**src/rtl/axi_read_burst_scheduler.sv**
```systemverilog
// axi_read_burst_scheduler: splits a linear read command into 4KB-safe AXI INCR bursts with an outstanding-burst limit
module axi_read_burst_scheduler #(
  parameter int C_M_AXI_ADDR_WIDTH = 32,
  parameter int C_M_AXI_DATA_WIDTH = 32,
  parameter int C_SIZE_WIDTH       = 32,
  parameter int C_MAX_BURST_LEN    = 16,
  parameter int C_MAX_OUTSTANDING  = 4
) (
  input  logic                          ACLK,
  input  logic                          ARESET,
  input  logic [C_M_AXI_ADDR_WIDTH-1:0] cmd_addr,
  input  logic [C_SIZE_WIDTH-1:0]       cmd_size,
  input  logic                          cmd_valid,
  output logic                          cmd_ready,
  output logic                          busy,
  output logic                          done,
  output logic [C_M_AXI_ADDR_WIDTH-1:0] araddr,
  output logic [7:0]                    arlen,
  output logic                          arvalid,
  input  logic                          arready,
  input  logic                          rvalid,
  input  logic                          rready,
  input  logic                          rlast
);
  localparam int AW  = C_M_AXI_ADDR_WIDTH;
  localparam int BPW = C_M_AXI_DATA_WIDTH / 8;
  localparam int LG  = $clog2(BPW);
  localparam int SW  = C_SIZE_WIDTH > 13 ? C_SIZE_WIDTH : 13;
  typedef enum logic [1:0] {IDLE, ISSUE, DRAIN, DONE} state_t;
  state_t state, state_n;
  logic [AW-1:0]           cur_addr;
  logic [C_SIZE_WIDTH-1:0] remaining;
  logic [3:0]              outstanding, outstanding_n;
  logic [12:0]             to_boundary;
  logic [SW-1:0]           cap, beats;
  logic                    ar_hs, r_done, last_burst;
  assign to_boundary   = (13'h1000 - {1'b0, cur_addr[11:0]}) >> LG;
  assign cap           = SW'(C_MAX_BURST_LEN) < SW'(to_boundary) ? SW'(C_MAX_BURST_LEN) : SW'(to_boundary);
  assign beats         = SW'(remaining) < cap ? SW'(remaining) : cap;
  assign last_burst    = SW'(remaining) == beats;
  assign arvalid       = state == ISSUE && outstanding < 4'(C_MAX_OUTSTANDING);
  assign araddr        = cur_addr;
  assign arlen         = state == ISSUE ? 8'(beats - SW'(1)) : 8'd0;
  assign ar_hs         = arvalid && arready;
  // rlast with nothing outstanding is a stray beat and must not underflow
  assign r_done        = rvalid && rready && rlast && outstanding != 4'd0;
  assign outstanding_n = outstanding + 4'(ar_hs) - 4'(r_done);
  assign cmd_ready     = state == IDLE && !ARESET;
  assign busy          = state != IDLE;
  assign done          = state == DONE;
  always_comb begin
    state_n = state;
    unique case (state)
      IDLE:    if (cmd_valid && cmd_ready) state_n = cmd_size == '0 ? DONE : ISSUE;
      ISSUE:   if (ar_hs && last_burst) state_n = DRAIN;
      DRAIN:   if (outstanding_n == 4'd0) state_n = DONE;
      default: state_n = IDLE;
    endcase
  end
  always_ff @(posedge ACLK) state <= ARESET ? IDLE : state_n;
  always_ff @(posedge ACLK) begin
    if (ARESET) begin
      cur_addr    <= '0;
      remaining   <= '0;
      outstanding <= '0;
    end else begin
      outstanding <= outstanding_n;
      if (state == IDLE && cmd_valid) begin
        cur_addr  <= cmd_addr & ~AW'(BPW - 1);
        remaining <= cmd_size;
      end else if (ar_hs) begin
        cur_addr  <= cur_addr + (AW'(beats) << LG);
        remaining <= remaining - C_SIZE_WIDTH'(beats);
      end
    end
  end
endmodule

```
**config.mk**
```make
export PLATFORM = sky130hd
export DESIGN_NAME = axi_read_burst_scheduler
export DESIGN_NICKNAME = d
export VERILOG_FILES = /design/src/rtl/axi_read_burst_scheduler.sv
export SDC_FILE = /design/constraint.sdc
export NUM_CORES = 1
export LEC_CHECK = 0
export ABC_AREA = 1
export CORE_UTILIZATION = 50
export DETAILED_ROUTE_END_ITERATION = 10
export HOLD_SLACK_MARGIN = 0.03
export PLACE_DENSITY = 0.74
export SLEW_MARGIN = 20
export SYNTH_ARGS = -nofsm -noshare
export SYNTH_HDL_FRONTEND = slang
export SYNTH_SLANG_ARGS = --single-unit
```
**constraint.sdc**
```tcl
create_clock -name ACLK -period 6.26 [get_ports ACLK]
set_clock_uncertainty 0.1 [all_clocks]
set_input_delay 1.878 -clock ACLK [delete_from_list [all_inputs] [get_ports ACLK]]
set_output_delay 1.878 -clock ACLK [all_outputs]
set_load 0.01 [all_outputs]
```
==> results summary <==
Across every metal layer, demand over resource in global routing totals 0.267. The slowest stage of the critical path belongs to the cell sky130_fd_sc_hd__clkdlybuf4s50_1. The run finished with clean final reports. The proportion of synthesized flip-flops having asynchronous set or reset came out at 0. The total power of the final layout is 3.24 mW. The final clock period utilization by the worst path came out at 0.961.

The maximum level of the CTS H-tree is 3. In this run the worst hold path is classified as flop to flop. The effective utilization at floorplan came out at 0.515. The number of primary I/O pins is 115. The clock tree from TritonCTS is yes. The power per standard cell area came out at 409 nW/um^2. The count of nets left with antenna violations once routing finished came out at 0. Detailed placement finished with a half-perimeter wire length of 12.5 mm. The final-layout fill cell count came out at 1155. The pin count of the biggest net entering global routing came out at 69. The peak supply drop is 0.000201 V.

STA puts the critical path data required time at 4.28 ns. The most repeated library cell on the critical path is sky130_fd_sc_hd__nand2_1. The via count of the first global-routing pass is 6068. In this run the static leakage power is 3.56 nW. At the later pin of the worst-skew pair, clock insertion delay measures 0.34 ns.

The detailed router's first-iteration violation count came out at 380. Of all nets on the critical path, the largest fanout is 9. The number of iterations in the first detailed-routing pass is 5. The routed wire length per instance is 13.2 microns. The count of flip-flops with a built-in enable after synthesis is 0. The library cell used most frequently in the layout, excluding fill and tap cells, is sky130_fd_sc_hd__nand2_1.

Max-cap violations in this run came to 0. The final number of setup-violating endpoints came out at 0. The delay of the slowest cell on the worst path is 0.55 ns.

The Yosys warning count is 0. In the synthesized netlist the dominant register cell turns out to be sky130_fd_sc_hd__dfxtp_1. The first global-routing pass estimated 27.7 mm of wire. The distinct cell type count of the synthesized netlist came out at 48.

Counting flops and latches in the post-synthesis netlist gives 68. The worst setup path is launched from a flop. The number of hold buffers added after CTS came out at 0. The number of antenna violations at the first check in global routing was 0. The total of buffers placed on input and output ports is 110.

The number of sinks handled by clock tree synthesis came out at 68. The post-layout minimum cycle time came out at 6.02 ns. The post-synthesis sequential area ratio is 0.219. The number of rows created at floorplan came out at 40.

The post-synth design cell area came out at 6210 sq um. The maximum root-to-sink buffer count came out at 2. The worst slew slack as a fraction of its limit is 0.515. The area overhead of the layout relative to synthesis is 27.5%. At the end of the flow, the number of nets in the layout was 1225. The region available for standard cell placement spans 12100 sq um. The total overflow reported by the global router came out at 0. The share of the synthesized area in the top cell type is 0.219.

The library cells used most frequently in the layout, excluding fill and tap cells, are sky130_fd_sc_hd__nand2_1, sky130_fd_sc_hd__clkdlybuf4s50_1, sky130_fd_sc_hd__inv_1. Counting every instance in the synthesized netlist gives 966. The area enclosed by the die boundary is 12900 sq um. The aggregate routed wire length came out at 16.6 mm. The final number of hold-violating endpoints is 0. The aggregate negative setup slack is 0 ns.

The worst setup path is captured at an output pin. The maximum clock frequency is 166 MHz. The arrival time of data at the critical path endpoint came out at 4.04 ns.

The placer's final routability congestion estimate came out at 0.929. In the final layout, the share of cells above drive strength 1 is 0.0712. The final count of pins violating max slew is 0. The root buffer cell chosen for the clock tree is sky130_fd_sc_hd__clkbuf_16. After clock tree synthesis, the clock-pin slew on the worst setup and hold paths is 0.06 ns.

The cell type contributing the most total cell area after synthesis is sky130_fd_sc_hd__dfxtp_1. The vertical extent of the die came out at 113 microns. The post-synthesis average cell area is 6.43 sq um. In the post-synthesis netlist, the biggest area contributors are sky130_fd_sc_hd__dfxtp_1, sky130_fd_sc_hd__nand2_1, sky130_fd_sc_hd__ha_1. 0 antenna diodes ended up in the layout. The routed layout has 6664 vias. The number of buffers inserted during clock tree synthesis came out at 9. Using the TritonRoute via totals, the vias-per-cell ratio works out to 5.28. The die width is 113 microns. The classification of the worst setup path is flop to output pin. The transition time of the tightest slew-check pin is 0.727 ns.

In the routed design, unresolved DRC markers number 0. Setup repair after global routing left no endpoint under its margin.
Yosys cell counts (3+ instances only):
| library cell | instances |
|---|---|
| sky130_fd_sc_hd__o21a_1 | 3 |
| sky130_fd_sc_hd__ha_1 | 61 |
| sky130_fd_sc_hd__xnor2_1 | 24 |
| sky130_fd_sc_hd__nand3_2 | 3 |
| sky130_fd_sc_hd__a21oi_1 | 57 |
| sky130_fd_sc_hd__nor2_1 | 79 |
| sky130_fd_sc_hd__xor2_1 | 22 |
| sky130_fd_sc_hd__nand2_1 | 297 |
| sky130_fd_sc_hd__nor3_1 | 8 |
| sky130_fd_sc_hd__dfxtp_1 | 68 |
| sky130_fd_sc_hd__fa_1 | 3 |
| sky130_fd_sc_hd__clkbuf_1 | 24 |
| sky130_fd_sc_hd__o21ai_1 | 9 |
| sky130_fd_sc_hd__nand3b_1 | 6 |
| sky130_fd_sc_hd__inv_1 | 86 |
| sky130_fd_sc_hd__a211oi_1 | 7 |
| sky130_fd_sc_hd__nand3_1 | 44 |
| sky130_fd_sc_hd__or2_2 | 10 |
| sky130_fd_sc_hd__o21ai_0 | 17 |
| sky130_fd_sc_hd__nand4_1 | 10 |
| sky130_fd_sc_hd__inv_2 | 9 |
| sky130_fd_sc_hd__nand2_2 | 10 |
| sky130_fd_sc_hd__nor4_1 | 11 |
| sky130_fd_sc_hd__nor2_2 | 5 |
| sky130_fd_sc_hd__a31oi_1 | 59 |
power by group:
part	internal [mW]	switching, mW
Combinational	0.821	1.17
Clock	0.351	0.216
Sequential	0.548	0.137
Total	1.72	1.52
state kept, by name, summed over array words and instances, names as in the netlist:
name         cells
outstanding      4
state            2
araddr          30
remaining       32
critical path: cells and delay by family (launching register included):
family          cells  cell delay, ns
flops               1            0.36
buf+inv             4            0.78
simple gates       18            1.81
fa+ha+maj           3            0.63
compound gates      1            0.13
per-stage QoR:
| stage | instances | utilization | instance area, sq um | worst slack [ns] | hold slack (ns) |
|---|---|---|---|---|---|
| finish | 1263 | 0.656 | 7920 | 0.242 | 0.362 |
| CTS | 1262 | 0.653 | 7880 | 0.00792 | 0.364 |
| floorplan | 990 | - | 6300 | 0.998 | 0.345 |
| global route | 1263 | 0.656 | 7920 | 0.00664 | 0.392 |
| detailed placement | 1246 | 0.626 | 7540 | 0.270 | 0.355 |
| global placement | 1246 | 0.626 | 7540 | 0.329 | 0.352 |
path summary, 6_finish.rpt:
| kind | start | end | slack (ns) | cells past startpoint |
|---|---|---|---|---|
| hold / removal | remaining[0]$_SDFFE_PP0P_ | remaining[0]$_SDFFE_PP0P_ | 0.36 | 2 |
| setup reg to reg | araddr[3]$_SDFFE_PP0P_ | araddr[26]$_SDFFE_PP0P_ | 0.73 | 41 |
| setup / recovery | araddr[3]$_SDFFE_PP0P_ | arlen[2] | 0.24 | 26 |
| hold reg to reg | remaining[0]$_SDFFE_PP0P_ | remaining[0]$_SDFFE_PP0P_ | 0.36 | 2 |
final cells by class:
cell class,instances,area (sq um),share of cell area
multi-input combinational,798,4500,0.569
sequential,68,1360,0.172
timing repair buffer,117,1160,0.146
inverter,96,360,0.0455
clock buffer,9,225,0.0284
tap,168,210,0.0265
clock inverter,7,100,0.0126
cells by family (layout without fill, tap and decap cells):
kind of cell               count (synthesis)  in the layout  share of synthesized area
other                                      2             26                    0.00121
and+or+nand+nor                          493            493                      0.344
adders and majority gates                 64             64                      0.133
xor gates and xnor gates                  46             46                     0.0649
buffers and inverters                    124            229                     0.0764
DFF                                       68             68                      0.219
AOI/OAI and AO/OA                        169            169                      0.162
repair_timing:
| action | 4_1_cts | 5_1_grt |
|---|---|---|
| gates resized for setup | 3 | 9 |
| buffers inserted | 0 | 1 |
| endpoints found under the setup margin | 2 | 6 |
| cloned | 0 | 0 |
per-layer routing:
metal / share of wire / vias up / GRT usage
met2: 0.44 / 175 / 0.449
met5: 0 / - / 0
li1: - / 3470 / -
met3: 0.053 / 18 / 0.0515
met4: 0.015 / 0 / 0.0684
met1: 0.49 / 3001 / 0.352
No activity file was read; power rests on OpenSTA's default activity.
